--- src/rtl/reg_burst_pkg.sv ---
// Shared types and constants for the framed-command register burst master.
// Ports: none (package).
package reg_burst_pkg;

    typedef enum logic [2:0] {
        ST_IDLE,
        ST_TYPE,
        ST_ADDR,
        ST_WDATA,
        ST_RD_ISSUE,
        ST_RD_WAIT,
        ST_REPLY_STATUS,
        ST_REPLY_DATA
    } state_e;

    localparam logic [7:0] STATUS_OK      = 8'h5A;
    localparam logic [7:0] STATUS_BADTYPE = 8'hE1;

    // TYPE byte layout
    localparam int TYPE_WR_BIT  = 0;
    localparam int TYPE_INC_BIT = 1;
    localparam int TYPE_RSV_LSB = 2;
    localparam int TYPE_RSV_MSB = 3;
    localparam int TYPE_CNT_LSB = 4;
    localparam int TYPE_CNT_MSB = 7;

    localparam int MAX_BURST = 16;

endpackage

--- src/rtl/reg_burst_manager_timeout.sv ---
// Mid-frame idle counter: expire_o pulses when en_i has been held without
// clr_i for TIMEOUT cycles. Ports: clk, reset_n, clr_i, en_i, expire_o.
module reg_cmd_timeout #(
    parameter int TIMEOUT = 1024
) (
    input  logic clk,
    input  logic reset_n,
    input  logic clr_i,
    input  logic en_i,
    output logic expire_o
);

    if (TIMEOUT == 0) begin : g_off
        assign expire_o = 1'b0;
    end else begin : g_on
        localparam int CW = $clog2(TIMEOUT + 1);

        logic [CW-1:0] cnt_q;
        logic [CW-1:0] cnt_d;

        // A clear in the expiry cycle wins: the byte is accepted.
        assign expire_o = en_i && !clr_i && (cnt_q == CW'(TIMEOUT - 1));

        always_comb begin
            cnt_d = cnt_q;
            if (clr_i || !en_i || expire_o) begin
                cnt_d = '0;
            end else begin
                cnt_d = cnt_q + CW'(1);
            end
        end

        always_ff @(posedge clk or negedge reset_n) begin
            if (!reset_n) begin
                cnt_q <= '0;
            end else begin
                cnt_q <= cnt_d;
            end
        end
    end

endmodule

--- src/rtl/reg_burst_manager.sv ---
// Host-command register master: parses MAGIC/TYPE/ADDR/DATA byte frames and
// drives a split read/write register bus with bursts and status replies.
// Ports: clk, reset_n; cmd_wr/cmd_in (command bytes in);
// reply_out/reply_rdy/reply_ack/reply_end (reply bytes out);
// reg_addr/reg_wdata/reg_wr/reg_rd/reg_rdata (register bus);
// timeout_evt, cmd_dropped (event pulses).
module reg_burst_manager
    import reg_burst_pkg::*;
#(
    parameter int         ADDR_BYTES   = 2,
    parameter int         DATA_BYTES   = 4,
    parameter logic [7:0] MAGIC        = 8'hAA,
    parameter int         READ_LATENCY = 1,
    parameter int         TIMEOUT      = 1024
) (
    input  logic                    clk,
    input  logic                    reset_n,
    input  logic                    cmd_wr,
    input  logic [7:0]              cmd_in,
    output logic [7:0]              reply_out,
    output logic                    reply_rdy,
    input  logic                    reply_ack,
    output logic                    reply_end,
    output logic [8*ADDR_BYTES-1:0] reg_addr,
    output logic [8*DATA_BYTES-1:0] reg_wdata,
    output logic                    reg_wr,
    output logic                    reg_rd,
    input  logic [8*DATA_BYTES-1:0] reg_rdata,
    output logic                    timeout_evt,
    output logic                    cmd_dropped
);

    localparam int AW  = 8 * ADDR_BYTES;
    localparam int DW  = 8 * DATA_BYTES;
    localparam int ABW = (ADDR_BYTES > 1) ? $clog2(ADDR_BYTES) : 1;
    localparam int DBW = (DATA_BYTES > 1) ? $clog2(DATA_BYTES) : 1;
    localparam int LW  = (READ_LATENCY > 1) ? $clog2(READ_LATENCY) : 1;
    localparam int WCW = $clog2(MAX_BURST);

    state_e         state_q, state_d;
    logic           is_wr_q, is_wr_d;
    logic           inc_q, inc_d;
    logic           err_q, err_d;
    logic [WCW-1:0] cnt_q, cnt_d;
    logic [WCW-1:0] word_q, word_d;
    logic [ABW-1:0] abyte_q, abyte_d;
    logic [DBW-1:0] dbyte_q, dbyte_d;
    logic [LW-1:0]  lat_q, lat_d;
    logic [AW-1:0]  addr_q, addr_d;
    logic [DW-1:0]  wdata_q, wdata_d;
    logic [DW-1:0]  rdata_q, rdata_d;
    logic [7:0]     status_q, status_d;
    logic           wr_pulse_q, wr_pulse_d;
    logic           last_q, last_d;

    logic           tmo_en;
    logic           tmo_expire;
    logic [DW-1:0]  rd_shift;
    logic           last_byte;
    logic           last_word;

    // Once the final write word is captured, extra bytes are not part of
    // the frame and must not hold the frame open.
    assign tmo_en = (state_q == ST_TYPE) || (state_q == ST_ADDR) ||
                    ((state_q == ST_WDATA) && !last_q);

    reg_cmd_timeout #(
        .TIMEOUT (TIMEOUT)
    ) u_timeout (
        .clk      (clk),
        .reset_n  (reset_n),
        .clr_i    (cmd_wr),
        .en_i     (tmo_en),
        .expire_o (tmo_expire)
    );

    assign last_byte = (dbyte_q == DBW'(DATA_BYTES - 1));
    assign last_word = (word_q == cnt_q);

    always_comb begin
        state_d    = state_q;
        is_wr_d    = is_wr_q;
        inc_d      = inc_q;
        err_d      = err_q;
        cnt_d      = cnt_q;
        word_d     = word_q;
        abyte_d    = abyte_q;
        dbyte_d    = dbyte_q;
        lat_d      = lat_q;
        addr_d     = addr_q;
        wdata_d    = wdata_q;
        rdata_d    = rdata_q;
        status_d   = status_q;
        wr_pulse_d = 1'b0;
        last_d     = last_q;

        // Write auto-increment lands on the cycle after the strobe.
        if (wr_pulse_q && inc_q) begin
            addr_d = addr_q + AW'(1);
        end

        unique case (state_q)
            ST_IDLE: begin
                if (cmd_wr && (cmd_in == MAGIC)) begin
                    state_d = ST_TYPE;
                end
            end
            ST_TYPE: begin
                if (cmd_wr) begin
                    is_wr_d = cmd_in[TYPE_WR_BIT];
                    inc_d   = cmd_in[TYPE_INC_BIT];
                    cnt_d   = cmd_in[TYPE_CNT_MSB:TYPE_CNT_LSB];
                    word_d  = '0;
                    abyte_d = '0;
                    dbyte_d = '0;
                    last_d  = 1'b0;
                    if (cmd_in[TYPE_RSV_MSB:TYPE_RSV_LSB] != 2'b00) begin
                        err_d    = 1'b1;
                        status_d = STATUS_BADTYPE;
                        state_d  = ST_REPLY_STATUS;
                    end else begin
                        err_d    = 1'b0;
                        status_d = STATUS_OK;
                        state_d  = ST_ADDR;
                    end
                end else if (tmo_expire) begin
                    state_d = ST_IDLE;
                end
            end
            ST_ADDR: begin
                if (cmd_wr) begin
                    addr_d  = (addr_q >> 8) | (AW'(cmd_in) << (AW - 8));
                    abyte_d = abyte_q + ABW'(1);
                    if (abyte_q == ABW'(ADDR_BYTES - 1)) begin
                        state_d = is_wr_q ? ST_WDATA : ST_REPLY_STATUS;
                    end
                end else if (tmo_expire) begin
                    state_d = ST_IDLE;
                end
            end
            ST_WDATA: begin
                if (last_q) begin
                    // Final strobe is on the bus this cycle.
                    state_d = ST_REPLY_STATUS;
                end else if (cmd_wr) begin
                    wdata_d = (wdata_q >> 8) | (DW'(cmd_in) << (DW - 8));
                    dbyte_d = dbyte_q + DBW'(1);
                    if (last_byte) begin
                        dbyte_d    = '0;
                        wr_pulse_d = 1'b1;
                        if (last_word) begin
                            last_d = 1'b1;
                        end else begin
                            word_d = word_q + WCW'(1);
                        end
                    end
                end else if (tmo_expire) begin
                    state_d = ST_IDLE;
                end
            end
            ST_REPLY_STATUS: begin
                if (reply_ack) begin
                    state_d = (is_wr_q || err_q) ? ST_IDLE : ST_RD_ISSUE;
                end
            end
            ST_RD_ISSUE: begin
                lat_d   = '0;
                state_d = ST_RD_WAIT;
            end
            ST_RD_WAIT: begin
                if (lat_q == LW'(READ_LATENCY - 1)) begin
                    rdata_d = reg_rdata;
                    dbyte_d = '0;
                    state_d = ST_REPLY_DATA;
                end else begin
                    lat_d = lat_q + LW'(1);
                end
            end
            ST_REPLY_DATA: begin
                if (reply_ack) begin
                    dbyte_d = dbyte_q + DBW'(1);
                    if (last_byte) begin
                        dbyte_d = '0;
                        if (inc_q) begin
                            addr_d = addr_q + AW'(1);
                        end
                        if (last_word) begin
                            state_d = ST_IDLE;
                        end else begin
                            word_d  = word_q + WCW'(1);
                            state_d = ST_RD_ISSUE;
                        end
                    end
                end
            end
            default: state_d = ST_IDLE;
        endcase
    end

    always_ff @(posedge clk or negedge reset_n) begin
        if (!reset_n) begin
            state_q    <= ST_IDLE;
            is_wr_q    <= 1'b0;
            inc_q      <= 1'b0;
            err_q      <= 1'b0;
            cnt_q      <= '0;
            word_q     <= '0;
            abyte_q    <= '0;
            dbyte_q    <= '0;
            lat_q      <= '0;
            addr_q     <= '0;
            wdata_q    <= '0;
            rdata_q    <= '0;
            status_q   <= '0;
            wr_pulse_q <= 1'b0;
            last_q     <= 1'b0;
        end else begin
            state_q    <= state_d;
            is_wr_q    <= is_wr_d;
            inc_q      <= inc_d;
            err_q      <= err_d;
            cnt_q      <= cnt_d;
            word_q     <= word_d;
            abyte_q    <= abyte_d;
            dbyte_q    <= dbyte_d;
            lat_q      <= lat_d;
            addr_q     <= addr_d;
            wdata_q    <= wdata_d;
            rdata_q    <= rdata_d;
            status_q   <= status_d;
            wr_pulse_q <= wr_pulse_d;
            last_q     <= last_d;
        end
    end

    assign rd_shift = rdata_q >> {dbyte_q, 3'b000};

    always_comb begin
        reply_out = 8'h00;
        reply_rdy = 1'b0;
        reply_end = 1'b0;
        if (state_q == ST_REPLY_STATUS) begin
            reply_out = status_q;
            reply_rdy = 1'b1;
            reply_end = is_wr_q || err_q;
        end else if (state_q == ST_REPLY_DATA) begin
            reply_out = rd_shift[7:0];
            reply_rdy = 1'b1;
            reply_end = last_byte && last_word;
        end
    end

    assign reg_addr    = addr_q;
    assign reg_wdata   = wdata_q;
    assign reg_wr      = wr_pulse_q;
    assign reg_rd      = (state_q == ST_RD_ISSUE);
    assign timeout_evt = tmo_expire;
    assign cmd_dropped = cmd_wr &&
                         ((state_q == ST_REPLY_STATUS) ||
                          (state_q == ST_RD_ISSUE) ||
                          (state_q == ST_RD_WAIT) ||
                          (state_q == ST_REPLY_DATA));

endmodule

--- config.mk ---
export PLATFORM = sky130hd
export DESIGN_NAME = reg_burst_manager
export DESIGN_NICKNAME = d
export VERILOG_FILES = /design/src/rtl/reg_burst_pkg.sv /design/src/rtl/reg_burst_manager_timeout.sv /design/src/rtl/reg_burst_manager.sv
export SDC_FILE = /design/constraint.sdc
export NUM_CORES = 1
export LEC_CHECK = 0
export ABC_AREA = 1
export CORE_MARGIN = 2
export CORE_UTILIZATION = 35
export DETAILED_ROUTE_END_ITERATION = 10
export PLACE_DENSITY_LB_ADDON = 0.3
export SYNTH_ARGS = -nofsm -noshare
export SYNTH_HDL_FRONTEND = slang
export SYNTH_HIERARCHICAL = 1
export SYNTH_SLANG_ARGS = --single-unit
--- constraint.sdc ---
create_clock -name clk -period 1.6 [get_ports clk]
set_input_delay 0.32 -clock clk [delete_from_list [all_inputs] [get_ports clk]]
set_output_delay 0.32 -clock clk [all_outputs]
set_load 0.01 [all_outputs]
# Yosys cells after proc, flatten, opt, wreduce, memory -nomap -nowiden
# Cells that the tools add are included.
# totals
out_inout_bits	62
latch_bits	0
ff_bits	119
romBits	0
n_memories	0
inputBits	44
word_cells	141
ramBits	0
# classes
n_bitwise	4
n_reduce_logical	33
n_eq_ne	22
addsub	6
n_mux	59
n_mul	0
n_div	0
n_shift	1
n_lt_le_gt_ge	0
# ops
operator	count
16-bit 2-to-1 mux	5
3-bit 2-to-1 mux	15
24-bit by 32-bit OR with 32-bit output	1
16-bit case mux with 2 select lines	1
32-bit by 5-bit right shift with 8-bit output	1
4-bit 2-to-1 mux	6
8-bit 2-to-1 mux	3
3-bit case mux with 8 select lines	1
2-bit inequality test (second input constant)	9
16-bit by 1-bit adder with 16-bit output (second input constant)	1
1-bit 2-to-1 mux	16
8-bit by 16-bit OR with 16-bit output	1
3-bit == test (second input constant)	4
2-bit 2-to-1 mux	6
4-bit case mux with 3 select lines	1
11-bit by 1-bit adder with 11-bit output (second input constant)	1
11-bit by 10-bit == test with 1-bit output (second input constant)	1
11-bit 2-to-1 mux	1
8-bit == test (second input constant)	1
1-bit logical OR	8
2-bit case mux with 4 select lines	1
2-bit nonzero test	4
1-bit logical AND	7
7-bit AND reduction	1
other kinds (18)	29

# Longest topological paths before layout
# Gate-level depths: netlist of the first run.
# logic_depth
depth_word	9
mapped_depth	12
ltp_nobuf	11

# By module
# Netlist of the first run, hierarchy kept.
# by_module_without_submodules
mod	area_per_inst_um2	cells_each	n_inst	seq_area_each_um2
reg_burst_manager	5257.5	695	1	2527.4
reg_cmd_timeout	584.3	70	1	275.3

# Least setup slack after synthesis of the first run
# No wires, ideal clock.
# synth_timing
path_kind	register to register
startpoint	register state_q[1]
endpoint	register state_q[2]
n_path_buf	0
setup_time_ns	0.121
synth_period_minus_slack_ns	1.836
t_required_ns	1.479
path_slack_ns	-0.236
arrival_ns	1.715
stages_incl_launch_ff	12
path_cell_list	dfrtp_1 nand2_4 nor2_4 nand2_2 nand3_1 inv_1 nor3_2 nor3_1 o21ai_0 nand3_1 o21bai_1 nand2_1
# synth_between
elab_chain_len	9
elab_cells_between_ends	27
classes_between	eq/ne (14); mux (6); reduce/logical (7)
# synth_rtl
element	line_no	source
start: declaration	reg_burst_manager.sv:40	state_e state_q, state_d;
start signal: assignment	reg_burst_manager.sv:218	state_q <= state_d;
3-bit by 1-bit == test with 1-bit output, or another cell as far along	reg_burst_manager.sv:64	assign tmo_en = (state_q == ST_TYPE) || (state_q == ST_ADDR) ||
1-bit logical OR or 1-bit logical AND (tied branches)	reg_burst_manager.sv:64, reg_burst_manager.sv:65	
1-bit logical OR (*)	reg_burst_manager.sv:64	
via tmo_en	reg_burst_manager.sv:56	logic tmo_en;
1-bit logical AND (*) (2 in series)	reg_burst_manager_timeout.sv:22	assign expire_o = en_i && !clr_i && (cnt_q == CW'(TIMEOUT - 1));
via timeout_evt	reg_burst_manager.sv:29	output logic timeout_evt,
3-bit 2-to-1 mux (*)	-	
3-bit 2-to-1 mux (2 in series)	-	
3-bit case mux with 8 select lines (*)	reg_burst_manager.sv:102	unique case (state_q)
# Mark *: on every way through the listed nets, which the timed path passes. The rest lies on a longest branch. The select of a mux whose other input is x is not followed.
# A chain may end at the register's enable or synchronous reset.

# Worst setup path in the final report of the first run
# layout_timing
startpoint	register state_q[0]
endpoint	output timeout_evt
# layout_between
elab_chain_len	5
elab_cells_between_ends	8
classes_between	eq/ne (3); reduce/logical (5)
# layout_rtl
element	line_no
3-bit by 1-bit == test with 1-bit output, or another cell as far along	reg_burst_manager.sv:64
1-bit logical OR or 1-bit logical AND (tied branches)	reg_burst_manager.sv:64, reg_burst_manager.sv:65
1-bit logical OR (*)	reg_burst_manager.sv:64
via tmo_en	reg_burst_manager.sv:56
1-bit logical AND (*) (2 in series)	reg_burst_manager_timeout.sv:22
end: declaration	reg_burst_manager.sv:29
# Mark *: on every way through the listed nets, which the timed path passes. The rest lies on a longest branch.

==> results of run 1 <==
## flip-flops by register name, summed over array words and instances (netlist names)
| name | flops |
|---|---|
| reg_wr | 1 |
| word_q | 4 |
| is_wr_q | 1 |
| cnt_q | 4 |
| last_q | 1 |
| dbyte_q | 2 |
| abyte_q | 1 |
| reg_addr | 16 |
| status_q | 3 |
| inc_q | 1 |
| rdata_q | 32 |
| u_timeout/g_on.cnt_q | 11 |
| reg_wdata | 32 |
| state_q | 3 |
## cells in the final DEF, fill, tap and decap left out, drive strengths merged
master         Yosys  routed
nand2            299     299
buf               17     159
dfrtp            112     112
o21ai             71      71
inv               65      66
nor2              64      64
nand3             54      54
clkdlybuf4s50      0      51
dlygate4sd2        0      29
a21oi             23      23
dlymetal6s2s       0      11
xor2              10      10
clkbuf             8      10
nand4              6       6
o211ai             5       5
o22ai              5       5
nor3               5       5
or2                4       4
ha                 4       4
o21bai             3       3
clkinv             0       3
clkinvlp           0       2
xnor2              2       2
a31oi              2       2
o21a               1       1
nand3b             1       1
o221ai             1       1
a221oi             1       1
o2111ai            1       1
and3               1       1
dlygate4sd3        0       1
## stage by stage
stage	total power, mW	hold WS (ps)	setup TNS, ps	std cells
2_1_floorplan	8.217	24.41	-75.41	765
3_3_place_gp	11.43	292.6	-24520	1178
3_5_place_dp	11.54	296.5	-28260	1178
4_1_cts	14.41	450.7	-3545	1218
5_1_grt	16.30	479.7	-7732	1227
6_report	15.24	439.6	-4815	1227
## metal layers
| metal | up-vias | global-route usage [%] |
|---|---|---|
| met4 | 0 | 7.506 |
| met2 | 186 | 31.64 |
| met1 | 2717 | 25.50 |
| met5 | - | 0 |
| li1 | 2927 | - |
| met3 | 37 | 3.158 |
## logic make-up (layout without fill, tap and decap cells)
logic type	Yosys count	after routing	share of synthesized area, %
xor gates and xnor gates	12	12	1.799
AOI/OAI and AO/OA	113	113	10.67
and+or+nand+nor	434	434	31.85
adders and majority gates	4	4	0.8567
DFF	112	112	47.98
buffers and inverters	90	332	6.854
## layout make-up
class / instances / share of cell area [%]
clock inverter: 6 / 0.5518
multi-input combinational: 563 / 34.21
sequential: 112 / 31.05
clock buffer: 10 / 2.524
inverter: 65 / 2.980
tap: 220 / 3.035
timing repair buffer: 251 / 25.64
## critical path, stage by stage (launching register included)
cell     delay, ps
dfrtp_2        430
buf_12         120
nand2_8         60
nor2_4         100
nand2_2         70
nand3_2         70
inv_2           50
nor3_4         200
buf_6          130
## report_power, final
group | internal [mW] | total, mW | switching, mW
combinational | 3.98 | 8.34 | 4.36
sequential | 3.95 | 4.71 | 0.765
clock | 1.08 | 2.19 | 1.11
## timing repair
action,4_1_cts,5_1_grt
setup endpoints to repair,75,75
hold buffers,1,0
pin swaps,20,37
gates cloned,0,0
resized for setup,180,107
setup buffers,23,11
hold endpoints to repair,24,0
## worst paths after layout
check / to / slack [ps] / cells past startpoint
worst min register to register: reg_wdata[2] / 470 / 2
worst max-delay path: timeout_evt / -320 / 8
min in group clk: reg_wdata[2] / 470 / 2
worst min-delay path: reg_wdata[11] / 440 / 2
worst max register to register: state_q[2] / -240 / 13
max in group asynchronous: state_q[0] / 580 / 3
==> flow_metrics.py, run 1 <==
metrics = {
    "run_status": {
        "status": "finished with violations",
        "failed_checks": "setup timing",
    },
    "sta": {
        "finalHoldViolations": 0,
        "finalCritPeriodShare_pct": 119.8,
        "rsz0062_at_grt": "true",
        "slew_violations": 0,
        "finalSetupViolations": 32,
        "finClkSkew_ps": 11.90,
        "post-route-min-period_ps": 1917,
        "relSlewSlack_pct": 70.63,
        "worst_pin_slew_ps": 440.5,
        "setup_ws_ps": -316.9,
        "fmax_mhz": 521.7,
    },
    "global_route": {
        "grt-ovfl-total": 0,
        "grt_max_degree": 30,
        "grt_pass1_vias": 5574,
        "grt_first_pass_wirelength_um": 27280,
        "grt_use_total_pct": 19.22,
        "grt_antenna_before_repair": 0,
    },
    "drt": {
        "routed_wl_um": 17170,
        "avgRoutedWirePerCell_um": 13.99,
        "drt-initial-drc-count": 368,
        "wl_met2_um": 8234,
        "route.top_layer_used": "met4",
        "wl_met3_um": 877,
        "ant_nets": 0,
        "vias_per_cell": 4.782,
        "vias": 5867,
        "drc_errors": 0,
        "drt-met1-wl_um": 7563,
        "dr.pass1.iters": 5,
    },
    "cells_and_area": {
        "area.growth.synth_to_final_pct": 55.26,
        "layout.nets": 1050,
        "multi_input_area_um2": 3103,
        "num-fill-cells": 1583,
        "fin_area_um2": 9070,
        "seq_area_um2": 2816,
        "diodes": 0,
        "drive_gt1_share_pct": 30.49,
        "fin_util_pct": 55.08,
    },
    "critical_path": {
        "path_max_fanout": 3,
        "startpoint": "state_q[0]",
        "start_kind": "flop",
        "required_ps": 1280,
        "path_class": "reg2out",
        "critPathCaptureType": "primary output",
        "arrival_ps": 1600,
        "r2r-start": "state_q[0]",
    },
    "run": {
        "drv_cap": 0,
    },
    "clock_tree": {
        "root_buffer": "clkbuf_16",
        "clkSinkCount": 112,
        "cts.clk_slew.worst_paths_ps": 80,
        "clk_path_buf_depth": 2,
        "numCtsBuffers": 9,
        "htree_num_levels": 3,
        "tritoncts": "done",
        "clk-insertion-delay-late_ps": 360,
    },
    "synth": {
        "netlist_instances": 765,
        "synth-seq-cells": 112,
        "synth_commonest_cells": "291 x nand2_1, 112 x dfrtp_1, 61 x inv_1",
        "yosys.area.top_type_share_pct": 47.98,
        "async_flop_share_pct": 100.0,
        "synth_ff_type": "dfrtp_1",
        "synth.distinct_cells": 40,
        "synth_edf_count": 0,
        "ys_seq_area_share_pct": 47.98,
        "syn_nets": 813,
        "netlist_area_um2": 5842,
        "yosysMostFrequentCell": "nand2_1",
        "synth.top_cells.by_area": "dfrtp_1 48%, nand2_1 19%, o21ai_0 5.0%",
        "yosys.area.top_type": "dfrtp_1",
        "synth.avg_cell_area_um2": 7.636,
        "yosys_warnings": 6,
    },
    "floorplan": {
        "dieArea_um2": 17740,
        "fp.dieH_um": 133.2,
        "ioPinCount": 106,
        "rows": 47,
        "initial_core_util_pct": 35.48,
        "die_w_um": 133.2,
        "placeableCoreArea_um2": 16470,
    },
    "place": {
        "place_area_um2": 7966,
        "dp_slack_ps": -467.2,
        "port-buffer-count": 105,
        "gp_congestion": 0.8880,
        "hpwlAfterDp_um": 12160,
    },
    "power": {
        "p_leak_nw": 4.523,
        "vdd_ir_drop_max_v": 0.0007802,
        "power.density_nw_per_um2": 1680,
    },
    "min_path": {
        "hold_class": "in2async",
    },
}
Note: power is estimated with default switching activity, not from simulation.
==> run 2, diff against run 1 <==
Settings changed: PLACE_DENSITY set to 0.7, PLACE_DENSITY_LB_ADDON 0.3 to not set.
==> flow_metrics.py, run 2 (synthesis gave the netlist of run 1 again) <==
metrics = {
    "run_status": {
        "status": "finished with violations",
        "failed_checks": "setup timing",
    },
    "min_path": {
        "hold_class": "in2async",
    },
    "cells_and_area": {
        "fin_util_pct": 56.43,
        "diodes": 0,
        "area.growth.synth_to_final_pct": 59.05,
        "finalNonFillerCells": 1238,
        "final_cell_mix": "256 x nand2_1, 115 x buf_4, 102 x dfrtp_1",
        "layout.nets": 1062,
        "final_common_cell": "nand2_1",
        "fin_area_um2": 9291,
        "drive_gt1_share_pct": 33.30,
    },
    "critical_path": {
        "cp_slowest_cell": "dfrtp_1",
        "critPathCaptureType": "primary output",
        "arrival_ps": 1720,
        "critPathMaxStageDelay_ps": 400,
        "cp_common_cell": "nand2_1",
        "r2r-start": "state_q[0]",
        "start_kind": "flop",
        "crit_chain": "xor2_1 > nor2_1 > nand2_1 > nor2_2 > nand2_1 > o21ai_2 > buf_2",
        "r2r-end": "state_q[2]",
        "required_ps": 1280,
        "path_max_fanout": 2,
        "r2r_slack_ps": -320,
        "path_class": "reg2out",
        "rr_worst_depth": 13,
    },
    "sta": {
        "relSlewSlack_pct": 68.10,
        "setup_ws_ps": -436.9,
        "finClkSkew_ps": 8.327,
        "worst_pin_slew_ps": 474.8,
        "finalSetupViolations": 60,
        "finalCritPeriodShare_pct": 127.3,
        "setup_tns_ps": -7526,
        "slew_violations": 0,
        "finalHoldViolations": 0,
        "holdWs_ps": 437.0,
        "rsz0062_at_grt": "true",
        "post-route-min-period_ps": 2037,
        "fmax_mhz": 491.0,
    },
    "floorplan": {
        "placeableCoreArea_um2": 16470,
        "fp.dieH_um": 133.2,
        "rows": 47,
        "die_w_um": 133.2,
        "ioPinCount": 106,
        "initial_core_util_pct": 35.48,
        "dieArea_um2": 17740,
    },
    "place": {
        "dp_slack_ps": -470.3,
        "place_area_um2": 7861,
        "port-buffer-count": 105,
        "hpwlAfterDp_um": 11820,
        "gp_congestion": 0.9104,
        "dp_cells": 1164,
    },
    "global_route": {
        "grt_first_pass_wirelength_um": 27530,
        "grt_max_degree": 40,
        "grt-ovfl-total": 0,
        "grt_use_total_pct": 19.27,
        "grt_pass1_vias": 5564,
        "grt_antenna_before_repair": 0,
    },
    "drt": {
        "routed_wl_um": 18300,
        "drc_errors": 0,
        "vias_per_cell": 4.863,
        "drt-initial-drc-count": 409,
        "vias": 6021,
        "avgRoutedWirePerCell_um": 14.79,
        "dr.pass1.iters": 5,
        "ant_nets": 0,
    },
    "clock_tree": {
        "numCtsBuffers": 9,
        "root_buffer": "clkbuf_16",
        "clkSinkCount": 112,
        "cts.clk_slew.worst_paths_ps": 70,
        "clk_path_buf_depth": 2,
        "clk-insertion-delay-late_ps": 360,
        "tritoncts": "done",
        "htree_num_levels": 3,
    },
    "power": {
        "vdd_ir_drop_max_v": 0.0008957,
        "p_leak_nw": 4.657,
        "power_mw": 15.97,
        "power.density_nw_per_um2": 1718,
    },
    "run": {
        "drv_cap": 0,
    },
}
-- run 2: layer usage --
layer / track usage, % / routed length, um / vias up
li1: - / - / 2947
met1: 25.67 / 7888 / 2841
met2: 31.49 / 9081 / 200
met3: 4.072 / 997 / 33
met4: 6.324 / 337 / 0
met5: 0 / 0 / -
-- run 2: where the power goes --
group	internal (mW)	total (mW)	switching, mW
logic	4.36	9.03	4.67
registers	3.94	4.75	0.808
clock network	1.11	2.18	1.08
-- run 2: critical path, delay by kind of cell (launching register included) --
| kind | cells | cell delay (ps) |
|---|---|---|
| AOI/OAI and AO/OA | 1 | 80 |
| xor gates and xnor gates | 1 | 160 |
| buffers and inverters | 1 | 160 |
| DFF | 1 | 400 |
| and+or+nand+nor | 4 | 560 |
-- run 2: worst max-delay path by stage --
stage / from / endpoint / slack [ps] / cells after the start
after floorplan: state_q[1] / state_q[2] / -50 / 11
after global placement: cmd_wr / cmd_dropped / -470 / 4
after detailed placement: state_q[0] / reply_end / -470 / 6
after CTS: cnt_q[3] / reply_end / -360 / 7
after global routing: cnt_q[2] / reply_end / -510 / 7
final: cnt_q[2] / reply_end / -440 / 7
-- run 2: repair_timing --
| action | in CTS | in global routing |
|---|---|---|
| cloned | 0 | 7 |
| resized for setup | 172 | 153 |
| endpoints found under the hold margin | 24 | 0 |
| endpoints found under the setup margin | 74 | 72 |
| buffers inserted | 32 | 23 |
| pin swaps | 26 | 42 |
| hold buffers | 1 | 0 |
-- run 2: area by class of cell --
cell class,instances,area [um^2]
fillers,1476,7174
well taps,220,275.3
repair inverters,1,8.758
clock inverters,5,42.54
repair buffers,262,2484
inverters,65,282.8
clock buffers,10,239.0
flip-flops and latches,112,2815
multi-input cells,563,3144
